==> config.mk <==
export PLATFORM = sky130hd
export DESIGN_NAME = dmem_arbiter_flat
export DESIGN_NICKNAME = d
export VERILOG_FILES = /design/src/rtl/dmem_pkg.sv /design/src/rtl/dmem_arbiter_if.sv /design/src/rtl/dmem_arbiter_rd_tag_pipe.sv /design/src/rtl/dmem_arbiter.sv /design/src/flat_wrapper.sv
export SDC_FILE = /design/constraint.sdc
export NUM_CORES = 1
export LEC_CHECK = 0
export ABC_AREA = 1
export CORE_UTILIZATION = 42
export CTS_BUF_LIST = sky130_fd_sc_hd__clkbuf_4 sky130_fd_sc_hd__clkbuf_8
export CTS_CLUSTER_SIZE = 8
export DETAILED_ROUTE_END_ITERATION = 6
export HOLD_SLACK_MARGIN = 0.12
export PLACE_DENSITY = 0.82
export SLEW_MARGIN = 15
export SYNTH_ARGS = -nofsm -noshare
export SYNTH_HDL_FRONTEND = slang
export SYNTH_SLANG_ARGS = --single-unit
==> constraint.sdc <==
create_clock -name clk -period 1.6 [get_ports clk]
set_input_delay 0.16 -clock clk [delete_from_list [all_inputs] [get_ports clk]]
set_output_delay 0.16 -clock clk [all_outputs]
set_load 0.1 [all_outputs]
==> src/rtl/dmem_pkg.sv <==
// Shared types and helpers for the data-memory arbiter: read-return ownership tags
// and the host starvation counter.
package dmem_pkg;

  localparam int unsigned WAIT_W = 4;
  localparam logic [WAIT_W-1:0] WAIT_SAT = '1;

  typedef enum logic {
    OWN_CORE = 1'b0,
    OWN_HOST = 1'b1
  } owner_t;

  typedef struct packed {
    logic   v;
    owner_t own;
  } rd_tag_t;

  // Saturating increment so a long-starved host never wraps back to "fresh".
  function automatic logic [WAIT_W-1:0] sat_inc(input logic [WAIT_W-1:0] x);
    return (x == WAIT_SAT) ? x : x + WAIT_W'(1);
  endfunction

endpackage

==> src/rtl/dmem_arbiter_if.sv <==
// Requester-side access port of the data-memory arbiter (one instance per requester).
interface dmem_arbiter_if #(
  parameter int unsigned AW = 8,
  parameter int unsigned DW = 8
);

  logic          req;
  logic          we;
  logic [AW-1:0] addr;
  logic [DW-1:0] wdata;
  logic          gnt;
  logic          rvalid;
  logic [DW-1:0] rdata;

  modport master (
    output req, we, addr, wdata,
    input  gnt, rvalid, rdata
  );

  modport slave (
    input  req, we, addr, wdata,
    output gnt, rvalid, rdata
  );

endinterface

==> src/rtl/dmem_arbiter_rd_tag_pipe.sv <==
// Delay line that carries {valid, owner} of each issued read alongside the RAM read
// latency, so the return can be steered back to the issuer.
module rd_tag_pipe
  import dmem_pkg::*;
#(
  parameter int unsigned RD_LAT = 1
) (
  input  logic    clk,
  input  logic    rst_n,
  input  rd_tag_t tag_in,
  output rd_tag_t tag_out
);

  rd_tag_t stage [RD_LAT];

  // Reset empties the pipe, which drops any read still in flight.
  always_ff @(posedge clk or negedge rst_n) begin
    if (!rst_n) begin
      for (int unsigned i = 0; i < RD_LAT; i++) begin
        stage[i] <= '0;
      end
    end else begin
      stage[0] <= tag_in;
      for (int unsigned i = 1; i < RD_LAT; i++) begin
        stage[i] <= stage[i-1];
      end
    end
  end

  assign tag_out = stage[RD_LAT-1];

endmodule

==> src/rtl/dmem_arbiter.sv <==
// Arbitrates the single-port data_ram between core and host: core priority with a
// forced host grant after MAX_WAIT lost cycles, and read-return routing to the issuer.
module dmem_arbiter
  import dmem_pkg::*;
#(
  parameter int unsigned AW       = 8,
  parameter int unsigned DW       = 8,
  parameter int unsigned RD_LAT   = 1,
  parameter int unsigned MAX_WAIT = 4
) (
  input  logic          clk,
  input  logic          rst_n,
  dmem_arbiter_if.slave c,
  dmem_arbiter_if.slave h,
  output logic          core_stall,
  output logic          m_read,
  output logic          m_write,
  output logic [AW-1:0] m_addr,
  output logic [DW-1:0] m_din,
  input  logic [DW-1:0] m_dout
);

  logic              c_gnt;
  logic              h_gnt;
  logic              any_gnt;
  logic              host_force;
  logic [WAIT_W-1:0] wait_cnt;

  logic              sel_we;
  logic [AW-1:0]     sel_addr;
  logic [DW-1:0]     sel_din;
  logic [AW-1:0]     addr_q;
  logic [DW-1:0]     din_q;

  rd_tag_t           tag_in;
  rd_tag_t           tag_out;
  logic              c_rvalid;
  logic              h_rvalid;
  logic [DW-1:0]     c_rdata_q;
  logic [DW-1:0]     h_rdata_q;

  assign host_force = (wait_cnt >= WAIT_W'(MAX_WAIT));

  // Grant decision: same-cycle, at most one winner.
  always_comb begin
    c_gnt = 1'b0;
    h_gnt = 1'b0;
    if (c.req && !host_force) begin
      c_gnt = 1'b1;
    end else if (h.req) begin
      h_gnt = 1'b1;
    end else if (c.req) begin
      c_gnt = 1'b1;
    end
  end

  assign any_gnt    = c_gnt | h_gnt;
  assign c.gnt      = c_gnt;
  assign h.gnt      = h_gnt;
  assign core_stall = c.req & ~c_gnt;

  // Host starvation counter.
  always_ff @(posedge clk or negedge rst_n) begin
    if (!rst_n) begin
      wait_cnt <= '0;
    end else if (h.req && !h_gnt) begin
      wait_cnt <= sat_inc(wait_cnt);
    end else begin
      wait_cnt <= '0;
    end
  end

  // RAM-side mux from the granted requester.
  always_comb begin
    sel_we   = c.we;
    sel_addr = c.addr;
    sel_din  = c.wdata;
    if (h_gnt) begin
      sel_we   = h.we;
      sel_addr = h.addr;
      sel_din  = h.wdata;
    end
  end

  assign m_read  = any_gnt & ~sel_we;
  assign m_write = any_gnt & sel_we;
  assign m_addr  = any_gnt ? sel_addr : addr_q;
  assign m_din   = any_gnt ? sel_din  : din_q;

  // Address/data lines keep their last driven value while idle.
  always_ff @(posedge clk or negedge rst_n) begin
    if (!rst_n) begin
      addr_q <= '0;
      din_q  <= '0;
    end else if (any_gnt) begin
      addr_q <= sel_addr;
      din_q  <= sel_din;
    end
  end

  always_comb begin
    tag_in     = '0;
    tag_in.v   = m_read;
    tag_in.own = h_gnt ? OWN_HOST : OWN_CORE;
  end

  rd_tag_pipe #(
    .RD_LAT (RD_LAT)
  ) u_tag_pipe (
    .clk     (clk),
    .rst_n   (rst_n),
    .tag_in  (tag_in),
    .tag_out (tag_out)
  );

  assign c_rvalid = tag_out.v && (tag_out.own == OWN_CORE);
  assign h_rvalid = tag_out.v && (tag_out.own == OWN_HOST);

  // Each owner's rdata shows the live return and then holds it until the next one.
  always_ff @(posedge clk or negedge rst_n) begin
    if (!rst_n) begin
      c_rdata_q <= '0;
      h_rdata_q <= '0;
    end else begin
      if (c_rvalid) c_rdata_q <= m_dout;
      if (h_rvalid) h_rdata_q <= m_dout;
    end
  end

  assign c.rvalid = c_rvalid;
  assign h.rvalid = h_rvalid;
  assign c.rdata  = c_rvalid ? m_dout : c_rdata_q;
  assign h.rdata  = h_rvalid ? m_dout : h_rdata_q;

endmodule

==> src/flat_wrapper.sv <==
// flat-port wrapper written by rule: the top's interface ports become plain ports
module dmem_arbiter_flat import dmem_pkg::*;
#(
  parameter int unsigned AW       = 8,
  parameter int unsigned DW       = 8,
  parameter int unsigned RD_LAT   = 1,
  parameter int unsigned MAX_WAIT = 4
)
  (clk, rst_n, core_stall, m_read, m_write, m_addr, m_din, m_dout, c_req, c_we, c_addr, c_wdata, c_gnt, c_rvalid, c_rdata, h_req, h_we, h_addr, h_wdata, h_gnt, h_rvalid, h_rdata);
  dmem_arbiter_if #(.AW(AW), .DW(DW)) c_i ();
  dmem_arbiter_if #(.AW(AW), .DW(DW)) h_i ();
  input  logic clk;
  input  logic rst_n;
  output logic core_stall;
  output logic m_read;
  output logic m_write;
  output logic [AW-1:0] m_addr;
  output logic [DW-1:0] m_din;
  input  logic [DW-1:0] m_dout;
  input wire logic [$bits(c_i.req)-1:0] c_req;
  input wire logic [$bits(c_i.we)-1:0] c_we;
  input wire logic [$bits(c_i.addr)-1:0] c_addr;
  input wire logic [$bits(c_i.wdata)-1:0] c_wdata;
  output wire logic [$bits(c_i.gnt)-1:0] c_gnt;
  output wire logic [$bits(c_i.rvalid)-1:0] c_rvalid;
  output wire logic [$bits(c_i.rdata)-1:0] c_rdata;
  input wire logic [$bits(h_i.req)-1:0] h_req;
  input wire logic [$bits(h_i.we)-1:0] h_we;
  input wire logic [$bits(h_i.addr)-1:0] h_addr;
  input wire logic [$bits(h_i.wdata)-1:0] h_wdata;
  output wire logic [$bits(h_i.gnt)-1:0] h_gnt;
  output wire logic [$bits(h_i.rvalid)-1:0] h_rvalid;
  output wire logic [$bits(h_i.rdata)-1:0] h_rdata;
  assign c_i.req = c_req;
  assign c_i.we = c_we;
  assign c_i.addr = c_addr;
  assign c_i.wdata = c_wdata;
  assign c_gnt = c_i.gnt;
  assign c_rvalid = c_i.rvalid;
  assign c_rdata = c_i.rdata;
  assign h_i.req = h_req;
  assign h_i.we = h_we;
  assign h_i.addr = h_addr;
  assign h_i.wdata = h_wdata;
  assign h_gnt = h_i.gnt;
  assign h_rvalid = h_i.rvalid;
  assign h_rdata = h_i.rdata;
  dmem_arbiter #(.AW(AW), .DW(DW), .RD_LAT(RD_LAT), .MAX_WAIT(MAX_WAIT)) u_core (.clk(clk), .rst_n(rst_n), .c(c_i), .h(h_i), .core_stall(core_stall), .m_read(m_read), .m_write(m_write), .m_addr(m_addr), .m_din(m_din), .m_dout(m_dout));
endmodule
==> results.md, run 1 <==
- Multiplexer share of the synthesized area: 0%
- Ys Warns: 0
- Synth area leader: dfrtp_1
- Status: stopped before the end
- Register area share after synthesis: 52.9%
- Largest net degree at the start of global routing: 27
- GRT overflow: 70
- Xor and xnor area share after synthesis: 0%
- Synth cell types: 21
- Initial Util: 44.3%
- Buffers on Ports: 84
- Synth Register Bits: 38
- Die Span X: 67.5 um
- Clk buf depth: 2
- TritonCTS Sinks: 38
- Yosys top cell area share: 52.9%
- Row count: 23
- HPWL Detailed: 4260 um
- Global placer's final weighted congestion: 0.769
- H-tree depth: 2
- Inserted Clock Buffers: 5
- Stop err: [ERROR GRT-0232] Routing congestion too high. Check the congestion heatmap in the GUI.
- Top Ports: 85
- Die height: 67.5 um
- Worst endpoint after global-route timing repair: m_din[6]
- Post-synthesis cell area: 1800 um^2
- Synthesized netlist cell count: 223
- Pre-CTS setup slack: -114 ps
- Worst EP Category: primary output
- Synth Area in Simple Gates: 28.0%
- CTS root buf: clkbuf_8
- Adder-cell share of the synthesized area: 0.695%
- Synthesized area per cell: 8.07 um^2
- Post-synthesis compound-gate area fraction: 4.73%
- GRT Util Overall: 72.1%
- Stopped at: global routing
- Synth area leaders: dfrtp_1 53%, nand2_1 13%, inv_1 9.6%
- Largest family of logic cells by synthesized area: simple AND/OR/NAND/NOR gates
- Syn_nets: 270
==> per-layer routing <==
metal	GRT overflow	track usage, %
met5	0	5.00
met3	0	47.6
met1	1	67.3
met2	30	93.1
met4	39	92.0
==> stage by stage <==
| step | instances | instance area (um^2) | setup TNS, ps |
|---|---|---|---|
| 2_1_floorplan | 223 | 2100 | -7490 |
| 3_3_place_gp | 363 | 3470 | -947 |
| 4_1_cts | 382 | 3800 | -3360 |
| 3_5_place_dp | 363 | 3470 | -1480 |
==> cell usage after synthesis <==
| cell | n |
|---|---|
| nand2_1 | 63 |
| inv_1 | 46 |
| dfrtp_1 | 38 |
| nand3_1 | 33 |
| o21ai_0 | 16 |
| nor2_1 | 7 |
| nand2_2 | 3 |
| buf_2 | 2 |
| buf_6 | 2 |
| clkbuf_1 | 2 |
| a21oi_1 | 1 |
| buf_12 | 1 |
| buf_4 | 1 |
| conb_1 | 1 |
| ha_1 | 1 |
| inv_2 | 1 |
| nand2_4 | 1 |
| nand2_8 | 1 |
| nand3b_1 | 1 |
| nor2_2 | 1 |
| nor2_4 | 1 |
==> cell families after synthesis <==
group                    Yosys count
other                              1
adder cells (fa/ha/maj)            1
flip-flops                        38
AND/OR/NAND/NOR                  111
AO/OA/AOI/OAI                     17
buffers and inverters             55
==> what timing repair did <==
item	CTS
setup endpoints to repair	36
resized for setup	22
endpoints found under the hold margin	25
buffers inserted	9
hold buffers	1
pin swaps	9
gates cloned	2
==> inputs of run 2 (changes only) <==
--- a/config.mk
+++ b/config.mk
@@ -6,12 +6,9 @@
 export NUM_CORES = 1
 export LEC_CHECK = 0
 export ABC_AREA = 1
-export CORE_UTILIZATION = 42
-export CTS_BUF_LIST = sky130_fd_sc_hd__clkbuf_4 sky130_fd_sc_hd__clkbuf_8
-export CTS_CLUSTER_SIZE = 8
+export CORE_UTILIZATION = 40
 export DETAILED_ROUTE_END_ITERATION = 6
-export HOLD_SLACK_MARGIN = 0.12
-export PLACE_DENSITY = 0.82
+export PLACE_DENSITY_LB_ADDON = 0.15
 export SLEW_MARGIN = 15
 export SYNTH_ARGS = -nofsm -noshare
 export SYNTH_HDL_FRONTEND = slang
==> run 2 against run 1 <==
- the flow now finishes, with violations (setup timing)
- synthesized area did not move
- synthesized cell count unchanged
==> results.md, run 2 <==
- Status: finished with violations
- Failing checks: setup timing
- Final net count: 397
- Reg clk slew, reported paths: 90 ps
- Area of the multi-input gates: 1040 um^2
- Type of origin of the critical path: flop
- Critical setup path kind: flop to output pin
- Top Ports: 85
- Max cap viols: 0
- Die height: 69.1 um
- Period utilization: 117%
- Final ANT Viol Nets: 0
- Initial Util: 41.6%
- Synthesized netlist cell count: 223
- CTS root buf: clkbuf_8
- Via count: 2141
- Vias in the first global route: 2159
- Slowest stage delay, CP: 420 ps
- Most frequent cell after synthesis: nand2_1
- Main synth FF type: dfrtp_1
- Setup Skew: 8.77 ps
- Pins Over Slew Limit: 0
- TritonCTS Sinks: 38
- Post-synth EDFFs: 0
- Top cells by count, synth: 63 x nand2_1, 46 x inv_1, 38 x dfrtp_1
- Drt via density: 5.31
- Clk buf depth: 2
- 1st-iter DRT viols: 179
- RSZ-0062 raised after global routing: true
- H-tree depth: 2
- CP top delay family: simple AND/OR/NAND/NOR gates
- Row count: 24
- Synthesized area per cell: 8.07 um^2
- Final min period: 1870 ps
- CP Data Arrival Time: 1710 ps
- Most frequent cells in the layout: 44 x clkdlybuf4s50_1, 43 x inv_1, 42 x buf_12, 37 x dfrtp_1, 32 x nand2_2
- Die area: 4770 um^2
- Headroom to the max-slew limit: 63.5%
- Syn_nets: 270
- Worst setup margin: -274 ps
- Fin. Hold Viols: 0
- Ant diodes: 0
- DR WL/cell: 20.1 um
- Initial antenna violation count: 0
- Pwr per Cell Area: 1230 nW/um^2
- Critical-path cell list: nor2_4 -> nand2_4 -> nand2_8 -> buf_12 -> nand2_2 -> nand3_1 -> nand2_2 -> buf_12
- Fmax: 534 MHz
- Synth cell types: 21
- Fill count: 138
- P_leak: 1.95 nW
- CP max stage cell: dfrtp_1
- Reg area: 952 um^2
- Setup TNS: -5450 ps
- Largest net degree at the start of global routing: 24
- Buf+Inv Stages, Crit Path: 2
- R2R depth: 9
- Core Box Area: 4320 um^2
- Synth area leaders: dfrtp_1 53%, nand2_1 13%, inv_1 9.6%
- Peak supply drop: 0.000771 V
- Layout cells sized above 1: 48.4%
- First-pass GRT wire length: 10700 um
- RR Startpoint: u_core.wait_cnt[3]
- GRT overflow: 0
- Syn-to-layout area delta: 124%
- Clock Latency Late Sink: 310 ps
- Commonest non-fill, non-tap cell in the layout: clkdlybuf4s50_1
- TritonRoute pass-1 iters: 4
- Synth area leader: dfrtp_1
- CTS tree: built
- Die Span X: 69.1 um
- Buffers on Ports: 84
- Total wire length: 8090 um
- GRT Util Overall: 29.5%
- HPWL Detailed: 3830 um
- Register area share after synthesis: 52.9%
- Yosys top cell area share: 52.9%
- Ys async rst share: 100%
- Global placer's final weighted congestion: 0.803
- Synth Register Bits: 38
- DRC: 0
- Critical path required time: 1440 ps
- Post-synthesis cell area: 1800 um^2
- Worst setup EP type: output pin
- Total power: 4.94 mW
- Worst reg2reg endpoint: u_core.addr_q[2]
- Setup slack, reg-to-reg: 0 ps
- Hold Path Class: input port to async pin
- Inserted Clock Buffers: 5
- Ys Warns: 0
- # setup viols final: 29
- Slew @ Worst Pin: 548 ps
- CP Max Fanout: 7
run 2: cell counts after synthesis:
Identical to the previous run, type by type.
run 2: kinds of logic after synthesis:
group,after synthesis,synth area share (%)
other,1,0.208
AND/OR/NAND/NOR,111,28.0
AO/OA/AOI/OAI,17,4.73
flip-flops,38,52.9
buffers and inverters,55,13.6
adder cells (fa/ha/maj),1,0.695
run 2: metrics by stage:
step,std cells,area (um^2),util [%],hold slack [ps],setup slack (ps)
floorplan,223,2100,-,-136,-437
global placement,372,3480,80.6,158,-81.0
global route,403,4020,93.0,457,-316
finish,403,4020,93.0,406,-274
CTS,394,3830,88.6,381,-176
detailed placement,372,3480,80.6,167,-116
run 2: power breakdown:
group          total, mW  internal, mW  leakage [nW]  switching, mW
Clock               1.05         0.666        0.0714          0.380
Combinational       2.71         0.996          1.42           1.71
Sequential          1.19          1.10         0.461         0.0898
Total               4.94          2.76          1.95           2.18
run 2: routing by layer:
layer	vias up	track usage, %	routed length, um
li1	924	-	-
met1	1058	32.0	2930
met2	134	53.3	4340
met3	25	7.60	553
met4	0	13.4	261
met5	-	0	0
run 2: final cells by class:
| cell class | count | area share [%] |
|---|---|---|
| Timing Repair Buffer | 127 | 40.7 |
| Multi-Input combinational cell | 131 | 25.8 |
| Clock buffer | 6 | 2.05 |
| Inverter | 47 | 4.67 |
| Sequential cell | 38 | 23.7 |
| Clock inverter | 2 | 1.49 |
| Tap cell | 52 | 1.62 |
run 2: worst max-delay path by stage:
stage,cells past startpoint,from,to
global placement,7,h_req,m_addr[7]
CTS,7,u_core.wait_cnt[2],m_addr[3]
floorplan,5,u_core.u_tag_pipe.tag_out[1],u_core.c_rdata_q[0]
global route,8,u_core.wait_cnt[3],m_addr[7]
detailed placement,7,c_req,m_addr[3]
finish,8,u_core.wait_cnt[3],m_addr[2]
run 2: repair_timing:
action                                  4_1_cts  5_1_grt
hold buffers                                  1        0
gates resized for setup                      24       27
endpoints found under the hold margin        22        0
pin swaps                                    14       13
endpoints found under the setup margin       30       37
buffers inserted                             11        8
cloned                                        2        1
(Power assumes the default switching activity.)
==> inputs of run 3 (changes only) <==
--- a/config.mk
+++ b/config.mk
@@ -5,7 +5,6 @@
 export SDC_FILE = /design/constraint.sdc
 export NUM_CORES = 1
 export LEC_CHECK = 0
-export ABC_AREA = 1
 export CORE_UTILIZATION = 40
 export DETAILED_ROUTE_END_ITERATION = 6
 export PLACE_DENSITY_LB_ADDON = 0.15
==> constraint.sdc (replaced) <==
create_clock -name clk -period 1.9 [get_ports clk]
set_input_delay 0.19 -clock clk [delete_from_list [all_inputs] [get_ports clk]]
set_output_delay 0.19 -clock clk [all_outputs]
set_load 0.1 [all_outputs]
==> run 3 against run 2 <==
- the run ends with hold timing, setup timing left
- global-route usage fell by 9.4 points
- sequential power fell by 19%
- first-iteration DRC count fell by 88%
- non-clock buffer count fell by 33
- wire length fell by 48%
- synthesized area fell by 3.9%
- sequential cell count did not move
- clock skew fell by 2.0 ps
- power fell by 28%
- cell count fell by 36%
- clock power fell by 45%
- critical endpoint is now m_addr[0]
==> results.md, run 3 <==
- Fill count: 240
- Reg area: 951 um^2
- Synth cell types: 17
- Placed Instances: 246
- Ys Warns: 0
- Buffers on Ports: 84
- Total wire length: 4180 um
- Headroom to the max-slew limit: 44.7%
- Final ANT Viol Nets: 0
- Synth area leader: dfrtp_1
- Most frequent cell after synthesis: dfrtp_1
- Register area share after synthesis: 55.0%
- CTS root buf: clkbuf_8
- Pwr per Cell Area: 1110 nW/um^2
- Fmax: 513 MHz
- Core Box Area: 4090 um^2
- Ant diodes: 0
- Hold Path Class: input port to async pin
- Die area: 4590 um^2
- CP Data Arrival Time: 1760 ps
- Reg clk slew, reported paths: 80 ps
- Commonest non-fill, non-tap cell in the layout: clkdlybuf4s50_1
- Worst setup EP type: output pin
- Syn_nets: 158
- Adder-cell share of the synthesized area: 0.724%
- CP Max Fanout: 8
- 1st-iter DRT viols: 22
- Fin. Hold Viols: 19
- HPWL Detailed: 3120 um
- Setup Skew: 6.81 ps
- # setup viols final: 18
- DR WL/cell: 16.2 um
- Worst setup margin: -50.3 ps
- Non-filler cells in the finished layout: 258
- Vias in the first global route: 1341
- Synth Area in Simple Gates: 3.40%
- Top Ports: 85
- Clk buf depth: 2
- GRT overflow: 0
- P_leak: 1.48 nW
- H-tree depth: 2
- Type of origin of the critical path: flop
- Largest family of logic cells by synthesized area: multiplexers
- TritonRoute pass-1 iters: 3
- Yosys top cell area share: 55.0%
- Multiplexer share of the synthesized area: 35.5%
- CP max stage cell: dfrtp_1
- Synth area leaders: dfrtp_1 55%, mux2_2 22%, mux2_4 12%
- Worst hold margin: -7.70 ps
- Slowest stage delay, CP: 410 ps
- Post-layout util: 78.8%
- RSZ-0062 raised after global routing: true
- Final net count: 254
- Slew @ Worst Pin: 830 ps
- Top cells by count, synth: 38 x dfrtp_1, 34 x mux2_2, 14 x mux2_4
- Clock Latency Late Sink: 290 ps
- First-pass GRT wire length: 6440 um
- Largest net degree at the start of global routing: 39
- Initial antenna violation count: 0
- Row count: 23
- Critical setup path kind: flop to output pin
- Synthesized area per cell: 15.6 um^2
- # hold bufs at CTS: 0
- DRC: 0
- Layout cells sized above 1: 53.8%
- Synth Register Bits: 38
- Max cap viols: 0
- Ys async rst share: 100%
- CTS tree: built
- Most frequent cells in the layout: 43 x clkdlybuf4s50_1, 39 x buf_12, 38 x dfrtp_1, 25 x mux2_2, 23 x mux2_4
- Period utilization: 103%
- Drt via density: 4.70
- Post-synthesis compound-gate area fraction: 1.23%
- Die height: 67.8 um
- Area of the multi-input gates: 776 um^2
- Syn-to-layout area delta: 86.1%
- Buf+Inv Stages, Crit Path: 2
- TritonCTS Sinks: 38
- Via count: 1212
- CP top delay family: flip-flops
- Final min period: 1950 ps
- Main synth FF type: dfrtp_1
- Status: finished with violations
- Synthesized netlist cell count: 111
- Setup slack, reg-to-reg: 370 ps
- Post-synth EDFFs: 0
- Inserted Clock Buffers: 5
- Die Span X: 67.8 um
- Post-synthesis cell area: 1730 um^2
- Xor and xnor area share after synthesis: 0%
- Critical path required time: 1710 ps
- Global placer's final weighted congestion: 0.749
- Peak supply drop: 0.000639 V
- Pins Over Slew Limit: 0
- Failing checks: hold timing, setup timing
- Initial Util: 42.3%
- GRT Util Overall: 20.1%
- Critical-path cell list: o31ai_4 -> buf_6 -> mux2_4 -> buf_12
## run 3: cell count changes after synthesis, sizes merged, moves of 6 or more
cell   change
nand2     -66
mux2      +48
inv       -43
nand3     -33
o21ai     -16
nor2       -6
## run 3: metrics by stage
stage	hold WS (ps)	total power, mW	setup WS (ps)	setup TNS [ps]	cell area (um^2)
floorplan	-106	2.22	-210	-375	1760
global placement	326	2.95	-84.7	-999	3040
detailed placement	337	2.98	-124	-1580	3040
CTS	19.6	3.58	-96.5	-1380	3180
global route	61.7	3.69	-102	-1360	3220
finish	-7.70	3.57	-50.3	-339	3220
## run 3: what timing repair did
action                                  CTS  global route
cloned                                    1             0
endpoints found under the setup margin   19            19
resized for setup                         8             8
buffers inserted                          1             2
pin swaps                                 1             1
## run 3: final timing paths
path                                  endpoint  cells after the start                from
max in group asynchronous   u_core.wait_cnt[2]                      1               rst_n
min in group clk            u_core.wait_cnt[0]                      1  u_core.wait_cnt[0]
min                        u_core.c_rdata_q[4]                      1               rst_n
max reg2reg                    u_core.din_q[6]                      4  u_core.wait_cnt[2]
min reg2reg                 u_core.wait_cnt[0]                      1  u_core.wait_cnt[0]
max                                  m_addr[0]                      4  u_core.wait_cnt[2]
## run 3: area by class of cell
type                       instances  area share (%)
clock buffer                       6            2.57
clock inverter                     2           0.389
inverter                           4           0.467
multi-input combinational         64            24.1
sequential                        38            29.5
tap                               50            1.94
timing repair buffer              94            41.0
## run 3: cell families (layout without fill, tap and decap cells)
| kind of cell | count (synthesis) | after routing |
|---|---|---|
| DFF | 38 | 38 |
| AOI/OAI and AO/OA | 1 | 1 |
| adders and majority gates | 1 | 1 |
| muxes | 50 | 50 |
| buffers and inverters | 9 | 106 |
| other | 1 | 1 |
| and+or+nand+nor | 11 | 11 |
## run 3: per-layer routing
layer	part of all wire [%]	up-vias	routed length [um]	track usage, %
met1	39	584	1640	22.6
met4	1.2	0	49	6.38
met3	6.1	5	257	6.42
met2	53	50	2230	35.5
met5	0	-	0	0
li1	-	573	-	-
## run 3: power breakdown
part / switching [mW] / internal [mW]
Clock: 0.289 / 0.292
Sequential: 0.0357 / 0.929
Combinational: 1.25 / 0.778
Total: 1.57 / 2.00
